==> src/rtl/lns_stream_proc.sv <==
// lns_stream_proc: host-bus LNS arithmetic unit (MUL/DIV/SQR/SQRT) with a
// fixed-latency pipeline, result FIFO and sticky status flags.
module lns_stream_proc #(
  parameter int WIDTH      = 16,
  parameter int FRAC       = 8,
  parameter int PIPE_DEPTH = 3,
  parameter int FIFO_DEPTH = 8
) (
  input  logic             sysclk,
  input  logic             reset,
  input  logic [WIDTH-1:0] din,
  output logic [WIDTH-1:0] dout,
  input  logic             cs,
  input  logic             rd,
  input  logic             wr,
  input  logic             dataORstatus
);
  localparam int AW = $clog2(FIFO_DEPTH);
  localparam int CW = AW + 1;
  localparam int LW = WIDTH - 2;
  localparam int IW = WIDTH - 1;
  localparam int NS = (PIPE_DEPTH > 1) ? PIPE_DEPTH - 1 : 1;
  localparam logic signed [IW-1:0] LMAX = IW'((1 << (WIDTH - 3)) - 1);
  localparam logic signed [IW-1:0] LMIN = IW'(-(1 << (WIDTH - 3)));

  typedef enum logic [1:0] {M_MUL, M_DIV, M_SQR, M_SQRT} mode_e;

  if (FRAC >= LW) begin : g_frac_too_wide
    logic frac_exceeds_log_field;
  end

  mode_e            mode_q, mode_d;
  logic             prev_w_q, prev_w_d;
  logic             prev_r_q, prev_r_d;
  logic             a_pend_q, a_pend_d;
  logic [WIDTH-1:0] a_q, a_d;
  logic             ovf_q, ovf_d;
  logic             unf_q, unf_d;
  logic             nan_q, nan_d;
  logic             drp_q, drp_d;
  logic [NS-1:0]    pv_q, pv_d;
  logic [WIDTH-1:0] pr_q [NS];
  logic [WIDTH-1:0] pr_d [NS];
  logic [WIDTH-1:0] mem_q [FIFO_DEPTH];
  logic [WIDTH-1:0] mem_d [FIFO_DEPTH];
  logic [AW-1:0]    wp_q, wp_d;
  logic [AW-1:0]    rp_q, rp_d;
  logic [CW-1:0]    count_q, count_d;
  logic [WIDTH-1:0] dout_q, dout_d;

  logic wstb, rstb, ctl_wr, dat_wr, dat_rd, flush;

  assign wstb   = cs & wr & ~prev_w_q;
  assign rstb   = cs & rd & ~prev_r_q;
  assign ctl_wr = wstb & dataORstatus;
  assign dat_wr = wstb & ~dataORstatus;
  assign dat_rd = rstb & ~dataORstatus;
  assign flush  = ctl_wr & din[3];
  assign dout   = dout_q;

  logic [WIDTH-1:0]     op_a, op_b, res;
  logic signed [IW-1:0] la, lb, lsum;
  logic                 sa, sb, za, zb;
  logic                 sgn, zres, sat;
  logic                 ovf_c, unf_c, nan_c;

  always_comb begin
    op_a  = mode_q[1] ? din : a_q;
    op_b  = din;
    sa    = op_a[WIDTH-1];
    sb    = op_b[WIDTH-1];
    za    = op_a[WIDTH-2];
    zb    = op_b[WIDTH-2];
    la    = {op_a[LW-1], op_a[LW-1:0]};
    lb    = {op_b[LW-1], op_b[LW-1:0]};
    lsum  = '0;
    sgn   = 1'b0;
    zres  = 1'b0;
    sat   = 1'b0;
    nan_c = 1'b0;
    unf_c = 1'b0;
    unique case (mode_q)
      M_MUL: begin
        if (za | zb) zres = 1'b1;
        else begin
          sgn  = sa ^ sb;
          lsum = la + lb;
        end
      end
      M_DIV: begin
        if (zb) begin
          sgn = sa ^ sb;
          sat = 1'b1;
        end else if (za) zres = 1'b1;
        else begin
          sgn  = sa ^ sb;
          lsum = la - lb;
        end
      end
      M_SQR: begin
        if (za) zres = 1'b1;
        else lsum = la + la;
      end
      M_SQRT: begin
        if (za) zres = 1'b1;
        else if (sa) begin
          zres  = 1'b1;
          nan_c = 1'b1;
        end else lsum = la >>> 1;
      end
    endcase
    if (!zres && !sat) begin
      if (lsum > LMAX) sat = 1'b1;
      else if (lsum < LMIN) begin
        zres  = 1'b1;
        unf_c = 1'b1;
      end
    end
    ovf_c = sat;
    if (zres)     res = {2'b01, {LW{1'b0}}};
    else if (sat) res = {sgn, 1'b0, LMAX[LW-1:0]};
    else          res = {sgn, 1'b0, lsum[LW-1:0]};
  end

  int               inflight;
  logic             room, issue, push, pop, push_v;
  logic [WIDTH-1:0] push_w, status;

  always_comb begin
    inflight = 0;
    for (int i = 0; i < NS; i++)
      inflight = inflight + (pv_q[i] ? 1 : 0);
    room = (int'(count_q) + inflight) < FIFO_DEPTH;

    prev_w_d = cs & wr;
    prev_r_d = cs & rd;
    mode_d   = mode_q;
    a_d      = a_q;
    a_pend_d = a_pend_q;
    ovf_d    = ovf_q;
    unf_d    = unf_q;
    nan_d    = nan_q;
    drp_d    = drp_q;
    issue    = 1'b0;

    if (ctl_wr) begin
      mode_d = mode_e'(din[1:0]);
      if (mode_e'(din[1:0]) != mode_q || din[3])
        a_pend_d = 1'b0;
      if (din[2]) begin
        ovf_d = 1'b0;
        unf_d = 1'b0;
        nan_d = 1'b0;
        drp_d = 1'b0;
      end
    end

    // First operand of a binary op is latched without consuming FIFO room.
    if (dat_wr) begin
      if (!mode_q[1] && !a_pend_q) begin
        a_d      = din;
        a_pend_d = 1'b1;
      end else if (!room) drp_d = 1'b1;
      else begin
        issue    = 1'b1;
        a_pend_d = 1'b0;
      end
    end

    if (issue) begin
      ovf_d = ovf_d | ovf_c;
      unf_d = unf_d | unf_c;
      nan_d = nan_d | nan_c;
    end

    pv_d    = '0;
    pr_d    = pr_q;
    pv_d[0] = issue & (PIPE_DEPTH > 1);
    pr_d[0] = res;
    for (int i = 1; i < NS; i++) begin
      pv_d[i] = pv_q[i-1];
      pr_d[i] = pr_q[i-1];
    end
    if (flush) pv_d = '0;

    push_v = (PIPE_DEPTH > 1) ? pv_q[NS-1] : issue;
    push_w = (PIPE_DEPTH > 1) ? pr_q[NS-1] : res;
    push   = push_v & ~flush;
    pop    = dat_rd & (count_q != '0);

    mem_d   = mem_q;
    wp_d    = wp_q;
    rp_d    = rp_q;
    count_d = count_q;
    if (push) begin
      mem_d[wp_q] = push_w;
      wp_d        = wp_q + AW'(1);
    end
    if (pop) rp_d = rp_q + AW'(1);
    case ({push, pop})
      2'b10:   count_d = count_q + CW'(1);
      2'b01:   count_d = count_q - CW'(1);
      default: count_d = count_q;
    endcase
    if (flush) begin
      wp_d    = '0;
      rp_d    = '0;
      count_d = '0;
    end

    status          = '0;
    status[1:0]     = mode_q;
    status[2]       = count_q != '0;
    status[3]       = count_q == CW'(FIFO_DEPTH);
    status[4]       = a_pend_q;
    status[5]       = ovf_q;
    status[6]       = unf_q;
    status[7]       = nan_q;
    status[8]       = drp_q;
    status[9 +: CW] = count_q;

    dout_d = dout_q;
    if (rstb) begin
      if (flush)                dout_d = '0;
      else if (dataORstatus)    dout_d = status;
      else if (count_q != '0)   dout_d = mem_q[rp_q];
      else                      dout_d = '0;
    end
  end

  always_ff @(posedge sysclk) begin
    if (reset) begin
      mode_q   <= M_MUL;
      prev_w_q <= 1'b0;
      prev_r_q <= 1'b0;
      a_pend_q <= 1'b0;
      a_q      <= '0;
      ovf_q    <= 1'b0;
      unf_q    <= 1'b0;
      nan_q    <= 1'b0;
      drp_q    <= 1'b0;
      pv_q     <= '0;
      wp_q     <= '0;
      rp_q     <= '0;
      count_q  <= '0;
      dout_q   <= '0;
    end else begin
      mode_q   <= mode_d;
      prev_w_q <= prev_w_d;
      prev_r_q <= prev_r_d;
      a_pend_q <= a_pend_d;
      a_q      <= a_d;
      ovf_q    <= ovf_d;
      unf_q    <= unf_d;
      nan_q    <= nan_d;
      drp_q    <= drp_d;
      pv_q     <= pv_d;
      wp_q     <= wp_d;
      rp_q     <= rp_d;
      count_q  <= count_d;
      dout_q   <= dout_d;
    end
  end

  always_ff @(posedge sysclk) begin
    mem_q <= mem_d;
    pr_q  <= pr_d;
  end

endmodule
==> config.mk <==
export PLATFORM = sky130hd
export DESIGN_NAME = lns_stream_proc
export DESIGN_NICKNAME = d
export VERILOG_FILES = /design/src/rtl/lns_stream_proc.sv
export SDC_FILE = /design/constraint.sdc
export NUM_CORES = 1
export LEC_CHECK = 0
export BUFFER_PORTS_ARGS = -buffer_cell sky130_fd_sc_hd__buf_2
export CAP_MARGIN = 20
export CORE_MARGIN = 2
export CORE_UTILIZATION = 45
export DETAILED_ROUTE_END_ITERATION = 8
export GPL_TIMING_DRIVEN = 0
export PLACE_DENSITY = 0.72
export RECOVER_POWER = 25
export SLEW_MARGIN = 20
export SYNTH_ARGS = -nofsm -noshare
export SYNTH_HDL_FRONTEND = slang
export SYNTH_SLANG_ARGS = --single-unit
export TNS_END_PERCENT = 50
==> constraint.sdc <==
create_clock -name sysclk -period 4.64 [get_ports sysclk]
set_clock_uncertainty 0.15 [all_clocks]
set_input_delay 0.928 -clock sysclk [delete_from_list [all_inputs] [get_ports sysclk]]
set_output_delay 0.928 -clock sysclk [all_outputs]
set_load 0.01 [all_outputs]
Word-level counts from Yosys, hierarchy flattened. Index checks and enable logic that the tools add are counted.

$add $sub $neg: 9. $lt $le $gt $ge: 6. Equality and inequality tests: 7. Mux-type cells: 65. Bitwise operators: 21. Reduce and logical (&&, ||, !) cells: 14.

Operators with widths (number): 128-bit bitwise mux (1); 16-bit 2-to-1 mux (7); 15-bit 2-to-1 mux (6); 15-bit case mux with 4 select lines (1); 16-bit binary-select mux with 3-bit select (1); 16-bit demux with 3-bit select (1); 1-bit 2-to-1 mux (44); 14-bit by 14-bit adder with 15-bit output (2); 15-bit by 14-bit greater-than comparator with 1-bit output (second input constant) (1); 15-bit by 14-bit less-than comparator with 1-bit output (second input constant) (1); 14-bit by 14-bit subtractor with 15-bit output (1); 13-bit 2-to-1 mux (1); 1-bit bitwise AND (10); 4-bit >= comparator (second input constant) (2); 3-bit inverter with 4-bit output (2); 4-bit case mux with 2 select lines (1); 3-bit by 1-bit adder with 3-bit output (second input constant) (2); 2-bit equality test (second input constant) (3); 4-bit by 2-bit adder with 5-bit output (1); 5-bit by 4-bit less-than comparator with 1-bit output (second input constant) (1); 4-bit by 1-bit adder with 4-bit output (second input constant) (1); 2-bit by 1-bit equality test with 1-bit output (second input constant) (2); 4-bit equality test (second input constant) (1); 1-bit logical NOT (4); 16 further kinds (25).

Register bits after elaboration: 213. Input port bits: 22. Output and inout bits: 16.

Longest topological paths before layout. Gate-level depths: netlist (run 1).

Depth in word-level cells: 11. Gate-level depth with buffers: 16.

Worst setup path before layout (run 1). No wires, ideal clock.

Path kind: register -> register. From: register mode_q[1]. To: register pr_q (netlist bit pr_d[2]). Setup time: 126 ps. Arrival: 3754 ps. Data required time: 4364 ps. Setup slack: 610 ps. Cell stages (with the launch flop): 16. Buffers on the path: 4. Cells stage by stage: dfxtp_1 clkbuf_1 buf_1 clkbuf_1 mux2i_1 inv_1 ha_1 nor2b_1 o2111ai_1 a31o_2 nor2b_1 o2111ai_2 or2_4 o21ai_4 buf_6 a21oi_2.

Longest elaborated chain between the ends: 9. Elaborated cells between the ends (all ways): 34.

RTL lines: from (decl) (line 32) `mode_e mode_q, mode_d;`; from (signal assigned) (line 248) `mode_q <= mode_d;`; 16-bit 2-to-1 mux (line 68) `op_a = mode_q[1] ? din : a_q;`; 14-bit by 14-bit subtractor with 15-bit output (line 97) `lsum = la - lb;`; 15-bit 2-to-1 mux (line 94) `end else if (za) zres = 1'b1;`; 15-bit 2-to-1 mux (line 91) `if (zb) begin`; 15-bit case mux with 4 select lines (line 82) `unique case (mode_q)`; 15-bit by 14-bit less-than comparator with 1-bit output (line 114) `else if (lsum < LMIN) begin`; 1-bit 2-to-1 mux (line 114); 1-bit 2-to-1 mux (line 113) `if (lsum > LMAX) sat = 1'b1;`; 1-bit 2-to-1 mux * (line 112) `if (!zres && !sat) begin`; named net zres (line 64) `logic sgn, zres, sat;`; to (signal assigned) (line 267) `pr_q <= pr_d;`; to (decl) (line 42) `logic [WIDTH-1:0] pr_q [NS];`.

The timed path passes the listed nets; every way through them passes the cells marked *. A chain may end at the register's enable or synchronous reset.

Worst setup path after layout (run 1).
From: register mode_q[1]. To: register pr_q (netlist bit pr_d[11]).

Longest elaborated chain between the ends: 9. Elaborated cells between the ends (all ways): 34.

RTL lines (line): 16-bit 2-to-1 mux (68); 14-bit by 14-bit subtractor with 15-bit output (97); 15-bit 2-to-1 mux (94); 15-bit 2-to-1 mux (91); 15-bit case mux with 4 select lines (82); 15-bit by 14-bit greater-than comparator with 1-bit output or 15-bit by 14-bit less-than comparator with 1-bit output (tied branches) (113, 114); 1-bit 2-to-1 mux (on tied branches) (113, 114); 1-bit 2-to-1 mux (on tied branches) (112, 113); 13-bit 2-to-1 mux or 1-bit 2-to-1 mux (tied branches) (121, 112).

Several ways; a longest one is shown, not always the timed one.

==> results of run 1 <==
## placed cells by master, fill, tap and decap left out, types with 5 or more instances in the layout
cell / n
buf_2: 39
mux2_2: 16
a22o_1: 7
o21ai_0: 37
nor2_1: 50
edfxtp_1: 128
a21oi_2: 9
nor2b_1: 15
ha_1: 39
nor3_1: 11
inv_1: 27
nand2_1: 89
xor2_1: 7
xnor2_1: 13
nor2_2: 8
mux2i_1: 15
buf_6: 6
clkbuf_16: 23
clkbuf_1: 29
a31oi_1: 9
mux4_2: 32
a21oi_1: 44
buf_4: 6
a22oi_1: 12
nand3_1: 10
nand2b_1: 11
dfxtp_1: 85
a21o_1: 5
## worst max-delay path by stage
stage	startpoint	endpoint	cells past startpoint
3_5_place_dp	mode_q[1]	pr_d[11]	14
5_1_grt	mode_q[1]	pr_d[11]	14
3_3_place_gp	mode_q[1]	pr_d[11]	14
2_1_floorplan	mode_q[1]	pr_d[2]	15
4_1_cts	mode_q[1]	pr_d[8]	14
6_report	mode_q[1]	pr_d[11]	14
## synth_stat cells (4+ instances only)
cell type / instances
a21o_1: 5
nor2b_1: 15
a21oi_2: 9
nor3_1: 13
inv_1: 27
a31oi_1: 9
a2bb2oi_1: 4
a22o_1: 7
dfxtp_1: 85
xnor2_1: 13
xor2_1: 7
clkbuf_1: 33
mux4_2: 32
a211oi_1: 4
buf_2: 4
ha_1: 39
mux2_2: 16
nor2_1: 56
a21oi_1: 44
nand2_1: 89
nand2b_1: 11
or3_1: 4
mux2i_1: 16
o221ai_1: 4
a22oi_1: 12
edfxtp_1: 128
o21a_1: 4
nand3_1: 10
o21ai_0: 38
and2_1: 4
a221o_1: 4
## power groups by stage
stage	Combinational (µW)	Sequential (µW)	Clock (µW)
after floorplan	211	2140	0
after global placement	297	2160	0
after detailed placement	299	2160	0
after CTS	304	2120	1970
after global routing	337	2120	2040
final	308	2120	1930
## cell families (layout without fill, tap and decap cells)
logic type               after synthesis  count (layout)
XOR/XNOR                              20              20
AO/OA/AOI/OAI                        177             177
buffers and inverters                 71             157
adder cells (fa/ha/maj)               42              42
flip-flops                           213             213
multiplexers                          64              64
AND/OR/NAND/NOR                      223             223
## repair_timing
item	CTS	global route
gates resized for setup	6	4
pin swaps	0	0
setup endpoints to repair	18	15
hold buffers	0	0
## per-layer routing
metal  part of all wire  vias to the layer above  global-route usage
li1                   -                     3138                   -
met5                  0                        -                   0
met3              0.070                       44             0.02938
met4              0.024                        0             0.06631
met2               0.48                      238              0.3370
met1               0.43                     3307              0.2824
## through the flow
step	setup slack, ns	std cells	utilization
5_1_grt	0.02316	1176	0.5238
6_report	0.1616	1176	0.5238
2_1_floorplan	0.6102	810	-
3_3_place_gp	-0.7944	1125	0.4792
3_5_place_dp	-0.7683	1135	0.4853
4_1_cts	0.1557	1177	0.5238
## sequential cells by signal, indices dropped and copies added, names as in the netlist, 2 cells and up
name / count
mem_q: 128
a_q: 16
dout: 16
pr_d: 16
push_w: 16
count_q: 4
rp_q: 3
wp_q: 3
mode_q: 2
pv_q: 2
## final cells by class
| type | count | area (µm²) | share of cell area |
|---|---|---|---|
| Clock buffer | 24 | 589.3 | 0.05187 |
| Timing Repair Buffer | 45 | 284.0 | 0.02500 |
| Buffer | 43 | 206.4 | 0.01817 |
| Sequential cell | 213 | 5545 | 0.4881 |
| Multi-Input combinational cell | 526 | 4058 | 0.3572 |
| Inverter | 27 | 101.3 | 0.008921 |
| Clock inverter | 18 | 226.5 | 0.01993 |
| Tap cell | 280 | 350.3 | 0.03084 |
==> flow_metrics.py, run 1 <==
metrics = {
    "place": {
        "hpwlAfterDp_mm": 16.91,
        "port-buffer-count": 35,
        "postPlaceCellArea_um2": 10530,
        "place.gp.congestion": 0.9314,
    },
    "power": {
        "p_int_uw": 3349,
        "p_comb_frac": 0.071,
        "p_switching_uw": 1006,
        "max-vdd-ir-drop_mv": 0.2287,
        "power.share.clock": 0.443,
        "pwr-share-seq": 0.486,
        "power_density_nw_per_um2": 383.3,
        "p_leak_uw": 0.004028,
        "power.total_uw": 4355,
        "sw_frac_of_total": 0.2310,
    },
    "synth": {
        "synth_fa_ha_area_frac": 0.05554,
        "yosysWarnings": 0,
        "synth_cell_types": 68,
        "ys_ff_latch": 213,
        "ys_seq_area_frac": 0.5620,
        "synth_top_family_by_area": "compound AO/OA/AOI/OAI gates",
        "synth_top_flop_cell": "edfxtp_1",
        "netlist_instances": 810,
        "synth-compound-area-share": 0.1239,
        "synth_xor_area_frac": 0.01775,
        "synth_area_leaders": "edfxtp_1, dfxtp_1, mux4_2, ha_1, nand2_1",
        "synth_area_um2": 9867,
        "syn-num-nets": 874,
        "synth-edff-count": 128,
        "synth-simple-area-share": 0.1027,
        "synthMuxAreaShare": 0.1075,
        "yosysTopAreaCell": "edfxtp_1",
        "syn_avg_cell_area_um2": 12.18,
        "postSynth.asyncResetShare": 0,
        "synth_top_area_share": 0.3896,
    },
    "cells_and_area": {
        "syn2layout_area_growth_pct": 15.14,
        "fin_area_um2": 11360,
        "antennaDiodeCount": 0,
        "fin_nets": 943,
        "fillers": 1816,
        "layout-drive-gt1-share": 0.1987,
    },
    "setup_path": {
        "critical_path.cell_chain": "clkbuf_2 > clkbuf_4 > clkbuf_4 > mux2i_2 > inv_1 > ha_1 > nor2b_1 > o2111ai_1 > a31o_2 > nor2b_1 > o2111ai_2 > o31ai_4 > buf_4 > a31oi_1",
        "end_kind": "flip-flop",
        "r2r_slack_ns": 0.16,
        "rr_endpoint": "pr_d[11]",
        "arrival_ns": 4.70,
        "slowest_stage": "o31ai_4",
        "critPathTopFamily": "buffers and inverters",
        "worstPathRequired_ns": 4.86,
        "worst-setup-path-type": "flip-flop to flip-flop",
        "worstSetupStartpointType": "flip-flop",
        "crit_path_max_incr_delay_ns": 0.44,
        "rr_startpoint": "mode_q[1]",
        "path_buf_inv": 5,
        "ff2ff_path_depth": 14,
        "path_max_fanout": 10,
    },
    "floorplan": {
        "fp.dieH_um": 152.1,
        "num_rows": 54,
        "core_um2": 21690,
        "initial_core_util": 0.4549,
        "die-area_um2": 23130,
        "pin_count": 38,
        "die_w_um": 152.1,
    },
    "sta": {
        "setup_viol": 0,
        "tns_ns": 0,
        "slew-limit-headroom": 0.3329,
        "rsz0062_at_grt": "false",
        "drv_slew": 0,
        "tightest_slew_ns": 0.9985,
        "timing.final.crit_period_ns": 4.478,
        "max_freq_ghz": 0.2233,
        "fin_crit_sh": 0.9652,
        "whs_ns": 0.1689,
        "hold_violations": 0,
    },
    "clock_tree": {
        "cts-root-buf": "clkbuf_16",
        "ctsHtreeMaxLevel": 1,
        "cts-buffers-inserted": 23,
        "cts.path.max_buffers": 3,
        "post-cts-setup-buffer-count": 0,
        "cts.clk_slew.worst_paths_ns": 0.07,
        "insertion_delay_ns": 0.52,
        "cts_sinks": 213,
        "cts_tree": "yes",
    },
    "detailed_routing": {
        "vias": 6727,
        "via_per_inst": 5.720,
        "drt-wirelength-per-cell_um": 20.38,
        "wl_mm": 23.97,
        "firstDrtPassIters": 5,
        "drc": 0,
        "drtAntennaViolNets": 0,
        "drt-initial-drc-count": 608,
    },
    "status": {
        "outcome": "finished clean",
    },
    "flow_run": {
        "max_cap_violations": 0,
    },
    "global_route": {
        "grt_max_degree": 16,
        "grt_pass1_wl_mm": 37.28,
        "antenna_found_initial": 0,
        "grt_pass1_vias": 6573,
        "grt_overflow": 0,
        "grtUsageTotal": 0.2050,
    },
    "min_path": {
        "min_to": "push_w[6]",
        "whs_path_depth": 0,
        "hp-class": "flip-flop to flip-flop",
        "min_from": "pr_d[6]",
    },
}
Power figures use the tool's default switching activity.
==> run 2: changes to the inputs <==
--- a/config.mk
+++ b/config.mk
@@ -11,7 +11,7 @@
 export CORE_UTILIZATION = 45
 export DETAILED_ROUTE_END_ITERATION = 8
 export GPL_TIMING_DRIVEN = 0
-export PLACE_DENSITY = 0.72
+export PLACE_DENSITY = 0.74
 export RECOVER_POWER = 25
 export SLEW_MARGIN = 20
 export SYNTH_ARGS = -nofsm -noshare
==> constraint.sdc (replaced) <==
create_clock -name sysclk -period 4.05 [get_ports sysclk]
set_clock_uncertainty 0.15 [all_clocks]
set_input_delay 0.81 -clock sysclk [delete_from_list [all_inputs] [get_ports sysclk]]
set_output_delay 0.81 -clock sysclk [all_outputs]
set_load 0.01 [all_outputs]
==> run 2 against run 1 <==
  * Sequential share of layout area increased by 0.076 points
  * Register-to-register slack better by 0.09 ns
  * Non-clock buffer count rose by 3
  * Critical path depth shrank 1
  * First-iteration DRC count down 2.8%
  * Final area is essentially flat
  * Final cell count is essentially flat
  * Utilization is essentially flat
  * Critical path type unchanged
==> flow_metrics.py, run 2 (synthesis results as in run 1) <==
metrics = {
    "status": {
        "outcome": "finished clean",
    },
    "sta": {
        "fin_crit_sh": 0.9389,
        "rsz0062_at_grt": "false",
        "max_freq_ghz": 0.2630,
        "tightest_slew_ns": 1.051,
        "drv_slew": 0,
        "setup_viol": 0,
        "timing.final.crit_period_ns": 3.803,
        "slew-limit-headroom": 0.2976,
        "whs_ns": 0.1739,
        "hold_violations": 0,
    },
    "clock_tree": {
        "insertion_delay_ns": 0.52,
        "cts.path.max_buffers": 3,
        "ctsHtreeMaxLevel": 1,
        "cts-buffers-inserted": 22,
        "cts.clk_slew.worst_paths_ns": 0.06,
        "cts-root-buf": "clkbuf_16",
        "cts_sinks": 213,
        "cts_tree": "yes",
        "postCtsHoldBufs": 0,
    },
    "global_route": {
        "grt_pass1_vias": 6608,
        "antenna_found_initial": 0,
        "grt_max_degree": 16,
        "grt_overflow": 0,
        "grtUsageTotal": 0.2080,
        "grt_pass1_wl_mm": 37.89,
    },
    "floorplan": {
        "pin_count": 38,
        "core_um2": 21690,
        "fp.dieH_um": 152.1,
        "num_rows": 54,
        "die_w_um": 152.1,
        "initial_core_util": 0.4549,
        "die-area_um2": 23130,
    },
    "detailed_routing": {
        "vias": 6817,
        "firstDrtPassIters": 5,
        "drtAntennaViolNets": 0,
        "drt-initial-drc-count": 591,
        "drc": 0,
        "drt-wirelength-per-cell_um": 20.89,
        "via_per_inst": 5.802,
        "wl_mm": 24.55,
    },
    "setup_path": {
        "crit_path_max_incr_delay_ns": 0.54,
        "worst-setup-path-type": "flip-flop to flip-flop",
        "worstSetupStartpointType": "flip-flop",
        "r2r_slack_ns": 0.25,
        "critical_path.cell_chain": "clkbuf_8 > mux2_2 > ha_1 > buf_2 > and2_1 > a221o_1 > a31oi_1 > a21o_1 > o211ai_1 > buf_4 > buf_4 > or3_1 > a21oi_1",
        "worstPathRequired_ns": 4.33,
        "arrival_ns": 4.08,
        "end_kind": "flip-flop",
        "path_max_fanout": 23,
        "slowest_stage": "dfxtp_4",
        "cpMostUsedCell": "buf_4",
    },
    "power": {
        "p_switching_uw": 1108,
        "p_int_uw": 3589,
        "power_density_nw_per_um2": 413.8,
        "sw_frac_of_total": 0.2359,
        "p_comb_frac": 0.081,
        "p_leak_uw": 0.004010,
        "max-vdd-ir-drop_mv": 0.2833,
        "power.share.clock": 0.402,
        "power.total_uw": 4697,
        "pwr-share-seq": 0.518,
    },
    "cells_and_area": {
        "syn2layout_area_growth_pct": 15.04,
        "top_register": "mem_q",
        "antennaDiodeCount": 0,
        "seq_area_um2": 5549,
        "largest_reg_flops": 128,
        "final_common_cell": "edfxtp_1",
        "final_cells": 1175,
        "layout-drive-gt1-share": 0.2056,
        "multiInputGateArea_um2": 4108,
        "fillers": 1809,
        "fin_nets": 945,
        "mostFrequentLayoutCells": "edfxtp_1, nand2_1, dfxtp_1",
    },
    "place": {
        "dp.cells": 1135,
        "hpwlAfterDp_mm": 17.74,
        "place.gp.congestion": 0.9117,
        "port-buffer-count": 35,
    },
    "flow_run": {
        "max_cap_violations": 0,
    },
    "min_path": {
        "hp-class": "flip-flop to flip-flop",
    },
}
## run 2: power by group through the flow
| stage | sequential [µW] | combinational, µW | clock (µW) |
|---|---|---|---|
| detailed placement | 2480 | 345 | 0 |
| CTS | 2430 | 365 | 1920 |
| global route | 2440 | 407 | 2010 |
| finish | 2430 | 380 | 1890 |
| floorplan | 2450 | 242 | 0 |
| global placement | 2470 | 343 | 0 |
## run 2: final cells by class
cell class | instances | share of cell area
Multi-Input combinational cell | 526 | 0.3619
Tap cell | 280 | 0.03086
Clock buffer | 31 | 0.05412
Inverter | 27 | 0.008929
Buffer | 39 | 0.01698
Timing Repair Buffer | 52 | 0.03241
Sequential cell | 213 | 0.4889
Clock inverter | 7 | 0.005952
## run 2: critical path, delay by kind of cell, from the launching register on
kind	cells	cell delay, ns
AO/OA/AOI/OAI	5	1.04
buffers and inverters	4	0.82
flip-flops	1	0.54
AND/OR/NAND/NOR	2	0.54
multiplexers	1	0.37
adder cells (fa/ha/maj)	1	0.26
## run 2: stage by stage
step	setup WS [ns]	instance area [µm²]	setup TNS (ns)	utilization
global placement	-1.452	10390	-41.11	0.4792
global route	0.07691	11350	0	0.5234
finish	0.2475	11350	0	0.5234
floorplan	0.02021	9867	0	-
CTS	0.01308	11310	0	0.5216
detailed placement	-1.465	10550	-21.95	0.4862
## run 2: path summary, 6_finish.rpt
path / start / end / cells past startpoint
worst max register to register: mode_q[1] / unf_q / 13
worst min-delay path: pr_d[10] / push_w[10] / 0
worst min register to register: pr_d[10] / push_w[10] / 0
worst max-delay path: mode_q[1] / unf_q / 13
## run 2: timing repair
item | 4_1_cts | 5_1_grt
pin swaps | 3 | 2
setup buffers | 5 | 2
hold endpoints to repair | 0 | 0
gates resized for setup | 14 | 6
setup endpoints to repair | 18 | 17
## run 2: layer usage
metal  vias to the layer above  GRT usage  share of wire
met4                         0    0.06275          0.025
met3                        44    0.02909          0.071
met2                       264     0.3368           0.48
met1                      3366     0.2938           0.43
met5                         -          0              0
li1                       3143          -              -
